[config.mk]
export PLATFORM = sky130hd
export DESIGN_NAME = dw01_sub_seq_8_2
export DESIGN_NICKNAME = d
export VERILOG_FILES = /design/src/rtl/dw01_sub_seq_8_2.sv
export SDC_FILE = /design/constraint.sdc
export NUM_CORES = 1
export LEC_CHECK = 0
export CAP_MARGIN = 10
export CORE_MARGIN = 2
export CORE_UTILIZATION = 53
export DETAILED_ROUTE_END_ITERATION = 8
export PLACE_DENSITY = 0.87
export SKIP_CTS_REPAIR_TIMING = 1
export SLEW_MARGIN = 20
export SYNTH_ARGS = -nofsm -noshare
export SYNTH_HDL_FRONTEND = slang
export SYNTH_SLANG_ARGS = --single-unit
[constraint.sdc]
create_clock -name i_clk -period 4.09 [get_ports i_clk]
set_input_delay 1.227 -clock i_clk [delete_from_list [all_inputs] [get_ports i_clk]]
set_output_delay 1.227 -clock i_clk [all_outputs]
set_load 0.01 [all_outputs]
[src/rtl/dw01_sub_seq_8_2.sv]
// dw01_sub_seq_8_2: digit-serial subtractor, DIFF = A - B - BI computed DIGIT bits per cycle
module dw01_sub_seq_8_2 #(
  parameter int WIDTH = 8,
  parameter int DIGIT = 2
) (
  input  logic             i_clk,
  input  logic             i_rst,
  input  logic             i_in_valid,
  output logic             o_in_ready,
  input  logic [WIDTH-1:0] i_a,
  input  logic [WIDTH-1:0] i_b,
  input  logic             i_bi,
  output logic             o_out_valid,
  input  logic             i_out_ready,
  output logic [WIDTH-1:0] o_diff,
  output logic             o_bo,
  output logic             o_ovf
);
  localparam int N = WIDTH / DIGIT;
  localparam int CW = N > 1 ? $clog2(N) : 1;
  typedef enum logic [1:0] {IDLE, RUN, DONE} state_t;
  state_t r_state, w_next;
  logic [WIDTH-1:0] r_a, r_b, r_diff;
  logic [CW-1:0] r_cnt;
  logic r_borrow, r_am, r_bm, r_bo, r_ovf;
  logic [DIGIT:0] w_sub;
  logic w_last, w_accept;
  assign w_sub = {1'b0, r_a[DIGIT-1:0]} - {1'b0, r_b[DIGIT-1:0]} - {{DIGIT{1'b0}}, r_borrow};
  assign w_last = r_cnt == CW'(N - 1);
  assign w_accept = r_state == IDLE && i_in_valid;
  assign o_in_ready = r_state == IDLE;
  assign o_out_valid = r_state == DONE;
  assign o_diff = r_diff;
  assign o_bo = r_bo;
  assign o_ovf = r_ovf;
  always_comb begin
    w_next = r_state;
    w_next = w_accept ? RUN :
             (r_state == RUN && w_last) ? DONE :
             (r_state == DONE && i_out_ready) ? IDLE : r_state;
  end
  always_ff @(posedge i_clk or posedge i_rst)
    if (i_rst) r_state <= IDLE;
    else r_state <= w_next;
  // Operand MSBs are kept aside because the shift registers consume them before overflow is known.
  always_ff @(posedge i_clk or posedge i_rst)
    if (i_rst) begin
      r_a <= '0;
      r_b <= '0;
      r_borrow <= 1'b0;
      r_cnt <= '0;
      r_am <= 1'b0;
      r_bm <= 1'b0;
      r_diff <= '0;
      r_bo <= 1'b0;
      r_ovf <= 1'b0;
    end else if (w_accept) begin
      r_a <= i_a;
      r_b <= i_b;
      r_borrow <= i_bi;
      r_cnt <= '0;
      r_am <= i_a[WIDTH-1];
      r_bm <= i_b[WIDTH-1];
    end else if (r_state == RUN) begin
      r_a <= r_a >> DIGIT;
      r_b <= r_b >> DIGIT;
      r_borrow <= w_sub[DIGIT];
      r_cnt <= r_cnt + CW'(1);
      r_diff <= {w_sub[DIGIT-1:0], r_diff[WIDTH-1:DIGIT]};
      if (w_last) begin
        r_bo <= w_sub[DIGIT];
        r_ovf <= (r_am != r_bm) & (w_sub[DIGIT-1] != r_am);
      end
    end
endmodule

Word-level counts from Yosys, hierarchy flattened
Index checks and enable logic that the tools add are counted.
{"block": "classes", "n_mux": 11, "bitwise": 2, "addsub": 3, "eq_ne": 5, "n_reduce_logical": 8}
{"op": "8-bit 2-to-1 mux", "n": 4}
{"op": "2-bit 2-to-1 mux", "n": 5}
{"op": "2-bit equality test, second input constant", "n": 2}
{"op": "1-bit logical AND", "n": 3}
{"op": "3-bit AND reduction", "n": 1}
{"op": "3-bit nonzero test", "n": 1}
{"op": "2-bit by 2-bit subtractor with 3-bit output", "n": 1}
{"op": "3-bit by 1-bit subtractor with 3-bit output", "n": 1}
{"op": "2-bit by 1-bit adder with 2-bit output, second input constant", "n": 1}
{"op": "2-bit by 1-bit equality test with 1-bit output, second input constant", "n": 1}
{"op": "2-bit logical NOT", "n": 1}
{"op": "1-bit 2-to-1 mux", "n": 2}
{"op": "1-bit inequality test", "n": 2}
{"op": "2-bit AND reduction", "n": 1}
{"op": "2-bit nonzero test", "n": 1}
{"op": "1-bit bitwise AND", "n": 1}
{"op": "1-bit inverter", "n": 1}
{"block": "word_totals", "register_bits": 33, "wordCells": 39, "in_bits": 21, "out_inout_bits": 12}

Longest topological paths before layout
Gate-level depths: netlist of run 1.
{"block": "depth", "word_depth": 5, "mapped_depth": 7, "ltp_nobuf": 7}

Worst setup path after synthesis of run 1
OpenSTA, ideal clock, no wires.
{"block": "synth_timing", "kind": "input to register", "start": "input i_in_valid", "end": "register r_am", "path_buffers": 0, "path_stages": 2, "required_time_ns": 3.965, "path_slack_ns": 2.141, "setup_ns": 0.125, "arrival_ns": 1.825, "path_cell_list": "nor3b_4 > mux2_2"}
{"block": "synth_via", "elab_chain_len": 1}
{"element": "from (decl)", "line_no": "8", "source": "input logic i_in_valid,"}
{"element": "1-bit logical AND", "line_no": "30", "source": "assign w_accept = r_state == IDLE && i_in_valid;"}
{"element": "to (signal assigned)", "line_no": "62", "source": "r_am <= i_a[WIDTH-1];"}
{"element": "to (decl)", "line_no": "25", "source": "logic r_borrow, r_am, r_bm, r_bo, r_ovf;"}
No other way between the ends.
A chain may end at the register's enable or synchronous reset.

Worst setup path after layout of run 1
{"block": "layout_timing", "start": "register r_state[1]", "end": "output o_out_valid"}
{"block": "layout_via", "elab_chain_len": 1}
{"element": "from (decl)", "line_no": "22", "source": "state_t r_state, w_next;"}
{"element": "from (signal assigned)", "line_no": "44", "source": "else r_state <= w_next;"}
{"element": "2-bit equality test", "line_no": "32", "source": "assign o_out_valid = r_state == DONE;"}
{"element": "to (decl)", "line_no": "13", "source": "output logic o_out_valid,"}
No other way between the ends.

==> results of run 1 <==
-- Yosys cell counts, types with 3 or more instances --
library cell	number	share of area [%]
a21oi_1	3	1.0
a22oi_1	13	6.7
buf_4	3	1.5
dfrtp_1	33	57
inv_1	6	1.5
nand2_1	56	14
o21ai_1	4	1.4
-- registers in the layout, indices dropped and copies added, names as in the netlist --
signal and cells:
r_state 2, o_diff 8, r_bm 1, r_cnt 2, r_a 8, r_am 1
o_ovf 1, o_bo 1, r_borrow 1, r_b 8
-- cell usage in the layout (no fill, tap or decap), types with 3 or more instances in the layout --
cell type	count
dfrtp_1	33
buf_4	3
clkdlybuf4s50_1	32
a22oi_1	13
nand2_1	56
inv_1	6
a21oi_1	3
clkbuf_4	5
o21ai_1	4
-- metal layers --
metal	global-route usage, %	up-vias	part of all wire (%)
met5	0	-	0
met4	9.184	0	2.4
met3	6.912	9	5.6
met2	33.45	38	50
met1	23.20	535	42
li1	-	537	-
-- per-stage QoR --
step,hold WS (ps),utilization (%),power [uW],instance area (um2)
after detailed placement,463.8,69.91,1101,1779
final,482.6,73.25,1338,1864
after global routing,508.2,73.25,1443,1864
after CTS,487.7,73.25,1353,1864
after floorplan,445.9,-,908.6,1454
after global placement,457.5,69.91,1068,1779
-- report_power, final --
part	total (uW)	internal, uW	switching, uW
logic	530	254	276
registers	556	459	96.2
clock network	252	146	106
-- final timing paths --
| kind | endpoint | slack, ps | cells past startpoint |
|---|---|---|---|
| worst max-delay path | o_out_valid | 1310 | 2 |
| worst min-delay path | r_b[2] | 480 | 2 |
| worst max register to register | o_ovf | 2250 | 6 |
| worst min register to register | r_b[2] | 480 | 2 |
| max in group asynchronous | o_diff[7] | 2520 | 3 |
| min in group asynchronous | r_cnt[0] | 1270 | 3 |
-- cell families (layout without fill, tap and decap cells) --
| kind of cell | count (synthesis) | in the layout | share of synthesized area [%] |
|---|---|---|---|
| AND/OR/NAND/NOR | 65 | 65 | 19.11 |
| buffers and inverters | 13 | 49 | 5.335 |
| multiplexers | 3 | 3 | 2.323 |
| flip-flops | 33 | 33 | 56.80 |
| AO/OA/AOI/OAI | 26 | 26 | 12.82 |
| adder cells (fa/ha/maj) | 3 | 3 | 3.614 |
-- tightest hold or removal path: stages (launching register included) --
cell and delay (ps):
dfrtp_1 360, nand2_1 50, nand2_1 50
-- area by class of cell --
type,count,area (um2)
fillers,207,680.7
inverters,6,22.52
repair buffers,35,342.8
multi-input cells,97,550.5
clock inverters,1,30.03
clock buffers,7,55.05
flip-flops and latches,33,825.8
well taps,30,37.54
==> impl_metrics.py, run 1 <==
metrics = {
    "synth": {
        "synthCells": 143,
        "yosysWarnings": 0,
        "ys_types": 23,
        "syn-num-nets": 167,
        "synth-seq-cells": 33,
        "seq_area_frac_synth_pct": 56.80,
        "avgSynthCellArea_um2": 10.17,
        "synth_flop_cell": "dfrtp_1",
        "synth_async_sr_flop_share_pct": 100.0,
        "netlist_area_um2": 1454,
        "synth_edf_count": 0,
    },
    "sta": {
        "setup_ws_ps": 1313,
        "fin_crit_ps": 2777,
        "maxSlewHeadroom_pct": 66.94,
        "tightestPinTransition_ps": 495.9,
        "setup_violations": 0,
        "finalMaxSlewViolations": 0,
        "timing.final.crit_share_pct": 67.90,
        "clock_skew_ps": 13.91,
        "fmax_mhz": 360.1,
        "setup_tns_ps": 0,
        "rsz0062_at_grt": "false",
        "finalHoldViolCount": 0,
    },
    "clock_network": {
        "cts-htree-levels": 2,
        "cts_sinks": 33,
        "cts_buffer_depth": 2,
        "cts_tree": "built",
        "numCtsBuffers": 5,
        "cts_root_buffer": "clkbuf_4",
        "insertion_delay_ps": 330,
        "clk_pin_slew_ps": 100,
    },
    "placed_design": {
        "dp_hpwl_um": 1971,
        "placed_cells": 201,
        "gp_congestion": 0.7190,
        "io_buffers": 32,
        "dp_slack_ps": 1353,
    },
    "pwr": {
        "power.density_nw_per_um2": 717.6,
        "ir_drop_v": 0.0005392,
        "total_leakage_power_uw": 0.0009087,
    },
    "global_route": {
        "grt_pass1_wl_um": 4747,
        "grt_max_degree": 34,
        "grt_overflow_total": 0,
        "grt_pass1_vias": 1112,
        "grt_usage_pct": 20.05,
        "antenna_found_initial": 0,
    },
    "flow_run": {
        "maxCapViolations": 0,
    },
    "floorplan": {
        "die-area_um2": 3178,
        "coreArea_um2": 2545,
        "boundaryPins": 33,
        "start_util_pct": 57.13,
        "placementRows": 18,
        "die_h_um": 56.38,
        "fp.dieW_um": 56.38,
    },
    "worst_hold_path": {
        "min_path_type": "flip-flop to flip-flop",
        "min_from": "r_b[2]",
    },
    "layout": {
        "syn2layout_area_growth_pct": 28.23,
        "final_cells": 209,
        "layout.nets": 202,
        "layout-drive-gt1-share_pct": 7.263,
        "diodes": 0,
    },
    "critical_path": {
        "cp_num_buf_inv": 1,
        "r2r-start": "r_a[0]",
        "crit_type": "flip-flop to output port",
        "crit_arrival_ps": 1550,
        "slowest_delay_ps": 540,
        "path_cells": "nor2b_1 -> clkdlybuf4s50_1",
        "crit_required_ps": 2860,
        "crit_fanout": 9,
        "start_kind": "flip-flop",
        "end_kind": "output port",
        "crit_start": "r_state[1]",
        "crit_slowest_cell": "clkdlybuf4s50_1",
        "crit_family": "buffers and inverters",
    },
    "drt": {
        "ant_nets": 0,
        "routedWlPerCell_um": 13.20,
        "vias": 1119,
        "firstDrtPassIters": 4,
        "drc_errors": 0,
        "drt-initial-drc-count": 18,
        "totalWireLength_um": 2759,
        "vias_per_cell": 5.354,
    },
    "outcome": {
        "status": "completed",
    },
}
(Power assumes the default switching activity.)
==> run 2: changes to the inputs <==
--- a/config.mk
+++ b/config.mk
@@ -7,9 +7,9 @@
 export LEC_CHECK = 0
 export CAP_MARGIN = 10
 export CORE_MARGIN = 2
-export CORE_UTILIZATION = 53
+export CORE_UTILIZATION = 49
 export DETAILED_ROUTE_END_ITERATION = 8
-export PLACE_DENSITY = 0.87
+export PLACE_DENSITY = 0.81
 export SKIP_CTS_REPAIR_TIMING = 1
 export SLEW_MARGIN = 20
 export SYNTH_ARGS = -nofsm -noshare
==> constraint.sdc (replaced) <==
create_clock -name i_clk -period 2.65 [get_ports i_clk]
set_input_delay 0.795 -clock i_clk [delete_from_list [all_inputs] [get_ports i_clk]]
set_output_delay 0.795 -clock i_clk [all_outputs]
set_load 0.01 [all_outputs]
==> impl_metrics.py, run 2 (synthesized netlist as in run 1, its figures left out) <==
metrics = {
    "outcome": {
        "status": "completed",
    },
    "pwr": {
        "ir_drop_v": 0.0008803,
        "power_frac_comb_pct": 41.3,
        "power.total_uw": 1955,
        "p_sw_share_pct": 37.48,
        "power_frac_seq_pct": 44.1,
        "power.density_nw_per_um2": 1063,
        "p_int_uw": 1222,
        "power_frac_clock_pct": 14.6,
        "total_leakage_power_uw": 0.0008935,
        "switchingPower_uw": 732.8,
    },
    "floorplan": {
        "die_h_um": 58.47,
        "placementRows": 19,
        "coreArea_um2": 2781,
        "fp.dieW_um": 58.47,
        "boundaryPins": 33,
        "die-area_um2": 3419,
        "start_util_pct": 52.27,
    },
    "critical_path": {
        "start_kind": "flip-flop",
        "ff2ff_setup_slack_ps": 810,
        "r2r_cells": 6,
        "end_kind": "output port",
        "crit_path_end": "o_out_valid",
        "crit_type": "flip-flop to output port",
        "timing.rr.end": "o_ovf",
        "crit_required_ps": 1860,
        "r2r-start": "r_a[0]",
        "crit_fanout": 9,
        "crit_start": "r_state[1]",
        "crit_arrival_ps": 1530,
    },
    "drt": {
        "routedWlPerCell_um": 12.86,
        "drt-initial-drc-count": 29,
        "drc_errors": 0,
        "totalWireLength_um": 2688,
        "vias_per_cell": 5.244,
        "firstDrtPassIters": 4,
        "vias": 1096,
        "ant_nets": 0,
    },
    "sta": {
        "rsz0062_at_grt": "false",
        "fmax_mhz": 429.8,
        "setup_violations": 0,
        "timing.final.crit_share_pct": 87.81,
        "fin_crit_ps": 2327,
        "maxSlewHeadroom_pct": 68.72,
        "finalHoldViolCount": 0,
        "clock_skew_ps": 12.62,
        "tightestPinTransition_ps": 469.1,
        "finalMaxSlewViolations": 0,
        "setup_tns_ps": 0,
    },
    "layout": {
        "layout-drive-gt1-share_pct": 7.303,
        "mostFrequentLayoutCell": "nand2_1",
        "diodes": 0,
        "final_cell_mix": "nand2_1, dfrtp_1, clkdlybuf4s50_1",
        "syn2layout_area_growth_pct": 26.51,
        "layout.nets": 202,
    },
    "placed_design": {
        "gp_congestion": 0.7487,
        "io_buffers": 32,
        "dp_hpwl_um": 1950,
    },
    "global_route": {
        "grt_usage_pct": 18.68,
        "grt_pass1_vias": 1088,
        "grt_pass1_wl_um": 4761,
        "antenna_found_initial": 0,
        "grt_overflow_total": 0,
        "grt_max_degree": 34,
    },
    "flow_run": {
        "maxCapViolations": 0,
    },
    "clock_network": {
        "clk_pin_slew_ps": 100,
        "cts_root_buffer": "clkbuf_4",
        "cts_buffer_depth": 2,
        "numCtsBuffers": 5,
        "cts-htree-levels": 2,
        "insertion_delay_ps": 330,
        "cts_sinks": 33,
        "cts_tree": "built",
    },
    "worst_hold_path": {
        "min_path_type": "flip-flop to flip-flop",
    },
}
-- run 2: worst min-delay path by stage --
| stage | start | end | depth (start not counted) |
|---|---|---|---|
| after CTS | r_b[0] | r_b[0] | 2 |
| after floorplan | r_borrow | r_borrow | 2 |
| after global routing | r_b[4] | r_b[4] | 2 |
| after global placement | o_diff[0] | o_diff[0] | 2 |
| after detailed placement | r_b[0] | r_b[0] | 2 |
| final | r_b[0] | r_b[0] | 2 |
-- run 2: per-stage QoR --
step / setup WS [ps] / util (%) / instances / instance area, um2 / hold WS, ps
floorplan: 918.4 / - / 143 / 1454 / 445.9
CTS: 300.8 / 66.13 / 209 / 1839 / 489.1
global route: 232.0 / 66.13 / 209 / 1839 / 509.1
global placement: 373.2 / 64.01 / 202 / 1780 / 456.5
finish: 323.1 / 66.13 / 209 / 1839 / 487.7
detailed placement: 324.1 / 64.01 / 202 / 1780 / 465.1
-- run 2: per-layer routing --
layer	vias up	share of wire, %	wire [um]	global-route usage (%)
met1	523	45	1223	23.16
met5	-	0	0	0
met2	30	48	1283	31.62
met4	0	1.6	44	6.977
li1	538	-	-	-
met3	5	5.1	137	4.615
-- run 2: worst max-delay path: stages (launching register included) --
cell and delay (ps):
dfrtp_1 500, nor2b_1 170, clkdlybuf4s50_1 540
-- run 2: layout make-up --
type                       count  area [um2]
clock buffer                   6       51.30
tap                           31       38.79
timing repair buffer          35       342.8
fill                         242       942.2
clock inverter                 1       7.507
sequential                    33       825.8
multi-input combinational     97       550.5
inverter                       6       22.52
-- run 2: power by group through the flow --
stage	clock network (uW)	logic (uW)	registers, uW
6_report	285	808	862
5_1_grt	322	917	895
4_1_cts	293	823	863
3_5_place_dp	0	822	873
3_3_place_gp	0	795	859
2_1_floorplan	0	546	857
==> run 3: changes to the inputs <==
--- a/config.mk
+++ b/config.mk
@@ -6,8 +6,9 @@
 export NUM_CORES = 1
 export LEC_CHECK = 0
 export CAP_MARGIN = 10
-export CORE_MARGIN = 2
+export CORE_MARGIN = 1.5
 export CORE_UTILIZATION = 49
+export CTS_CLUSTER_SIZE = 25
 export DETAILED_ROUTE_END_ITERATION = 8
 export PLACE_DENSITY = 0.81
 export SKIP_CTS_REPAIR_TIMING = 1
==> impl_metrics.py, run 3 (synthesized netlist as in run 1, its figures left out) <==
metrics = {
    "clock_network": {
        "cts_tree": "built",
        "clk_pin_slew_ps": 90,
        "cts-htree-levels": 2,
        "insertion_delay_ps": 320,
        "cts_buffer_depth": 2,
        "cts_sinks": 33,
        "cts_root_buffer": "clkbuf_4",
        "numCtsBuffers": 5,
    },
    "outcome": {
        "status": "completed",
    },
    "placed_design": {
        "io_buffers": 32,
        "dp_hpwl_um": 1999,
        "placed_cells": 202,
        "gp_congestion": 0.7795,
    },
    "sta": {
        "fin_crit_ps": 2338,
        "timing.final.crit_share_pct": 88.23,
        "rsz0062_at_grt": "false",
        "fmax_mhz": 427.7,
        "setup_tns_ps": 0,
        "finalMaxSlewViolations": 0,
        "clock_skew_ps": 1.734,
        "finalHoldViolCount": 0,
        "maxSlewHeadroom_pct": 67.06,
        "setup_violations": 0,
        "tightestPinTransition_ps": 494.0,
    },
    "drt": {
        "routedWlPerCell_um": 13.09,
        "vias_per_cell": 5.286,
        "ant_nets": 0,
        "totalWireLength_um": 2749,
        "vias": 1110,
        "firstDrtPassIters": 4,
        "drc_errors": 0,
        "drt-initial-drc-count": 29,
    },
    "global_route": {
        "grt_overflow_total": 0,
        "use_met2_pct": 33.12,
        "grt_usage_pct": 19.02,
        "grt.busiest_layer": "met2",
        "grt_pass1_vias": 1133,
        "antenna_found_initial": 0,
        "grt_pass1_wl_um": 4678,
        "grt_max_degree": 34,
        "grt_use_met1_pct": 20.42,
        "use_met3_pct": 6.803,
    },
    "critical_path": {
        "end_kind": "output port",
        "crit_path_end": "o_out_valid",
        "timing.rr.end": "o_ovf",
        "r2r-start": "r_a[0]",
        "start_kind": "flip-flop",
        "ff2ff_setup_slack_ps": 800,
        "crit_arrival_ps": 1540,
        "crit_fanout": 9,
        "crit_start": "r_state[1]",
        "crit_required_ps": 1860,
        "crit_type": "flip-flop to output port",
        "r2r_cells": 6,
    },
    "layout": {
        "diodes": 0,
        "layout.nets": 202,
        "final_cell_mix": "nand2_1, dfrtp_1, clkdlybuf4s50_1",
        "syn2layout_area_growth_pct": 27.28,
        "mostFrequentLayoutCell": "nand2_1",
        "final_cells": 210,
        "layout-drive-gt1-share_pct": 7.821,
    },
    "worst_hold_path": {
        "min_from": "o_diff[0]",
        "min_path_type": "flip-flop to flip-flop",
    },
    "floorplan": {
        "placementRows": 19,
        "die_h_um": 57.47,
        "start_util_pct": 52.27,
        "fp.dieW_um": 57.47,
        "boundaryPins": 33,
        "coreArea_um2": 2781,
        "die-area_um2": 3303,
    },
    "flow_run": {
        "maxCapViolations": 0,
    },
    "pwr": {
        "total_leakage_power_uw": 0.0009045,
        "ir_drop_v": 0.0008677,
        "power.density_nw_per_um2": 1075,
    },
}
run 3: power by group:
group          leakage (uW)  switching [uW]  total, uW  internal [uW]
Clock             0.0000413             158        311            154
Sequential         0.000425             155        865            709
Combinational      0.000438             423        812            389
Total              0.000904             736       1990           1250
run 3: per-layer routing:
metal  share of wire [%]  routed length [um]  vias to the layer above
met5                   0                   0                        -
met2                  51                1401                       40
li1                    -                   -                      538
met1                  41                1120                      526
met3                 5.9                 163                        6
met4                 2.3                  63                        0
run 3: worst min path at each step:
| stage | end | slack, ps | cells past startpoint |
|---|---|---|---|
| floorplan | r_borrow | 450 | 2 |
| global placement | o_diff[1] | 460 | 2 |
| detailed placement | r_a[3] | 460 | 2 |
| CTS | r_a[3] | 490 | 2 |
| global route | o_diff[0] | 510 | 2 |
| finish | o_diff[0] | 490 | 2 |
run 3: final cells by class:
class                           instances  area, um2
Timing Repair Buffer                   35      342.8
Tap cell                               31      38.79
Clock inverter                          1      5.005
Fill cell                             232      930.9
Sequential cell                        33      825.8
Clock buffer                            7      65.06
Multi-Input combinational cell         97      550.5
Inverter                                6      22.52
run 3: critical path, cell delays in order, from the launching register on:
cell and delay [ps]:
dfrtp_1 520, nor2b_1 170, clkdlybuf4s50_1 540
run 3: metrics by stage:
step | hold WS (ps) | cell area, um2 | setup WS [ps] | power, uW | utilization [%]
6_report | 485.3 | 1851 | 311.8 | 1989 | 66.53
5_1_grt | 513.2 | 1851 | 206.0 | 2163 | 66.53
2_1_floorplan | 445.9 | 1454 | 918.4 | 1402 | -
4_1_cts | 487.3 | 1851 | 296.4 | 2012 | 66.53
3_5_place_dp | 464.3 | 1780 | 367.3 | 1700 | 64.01
3_3_place_gp | 457.6 | 1780 | 417.6 | 1651 | 64.01
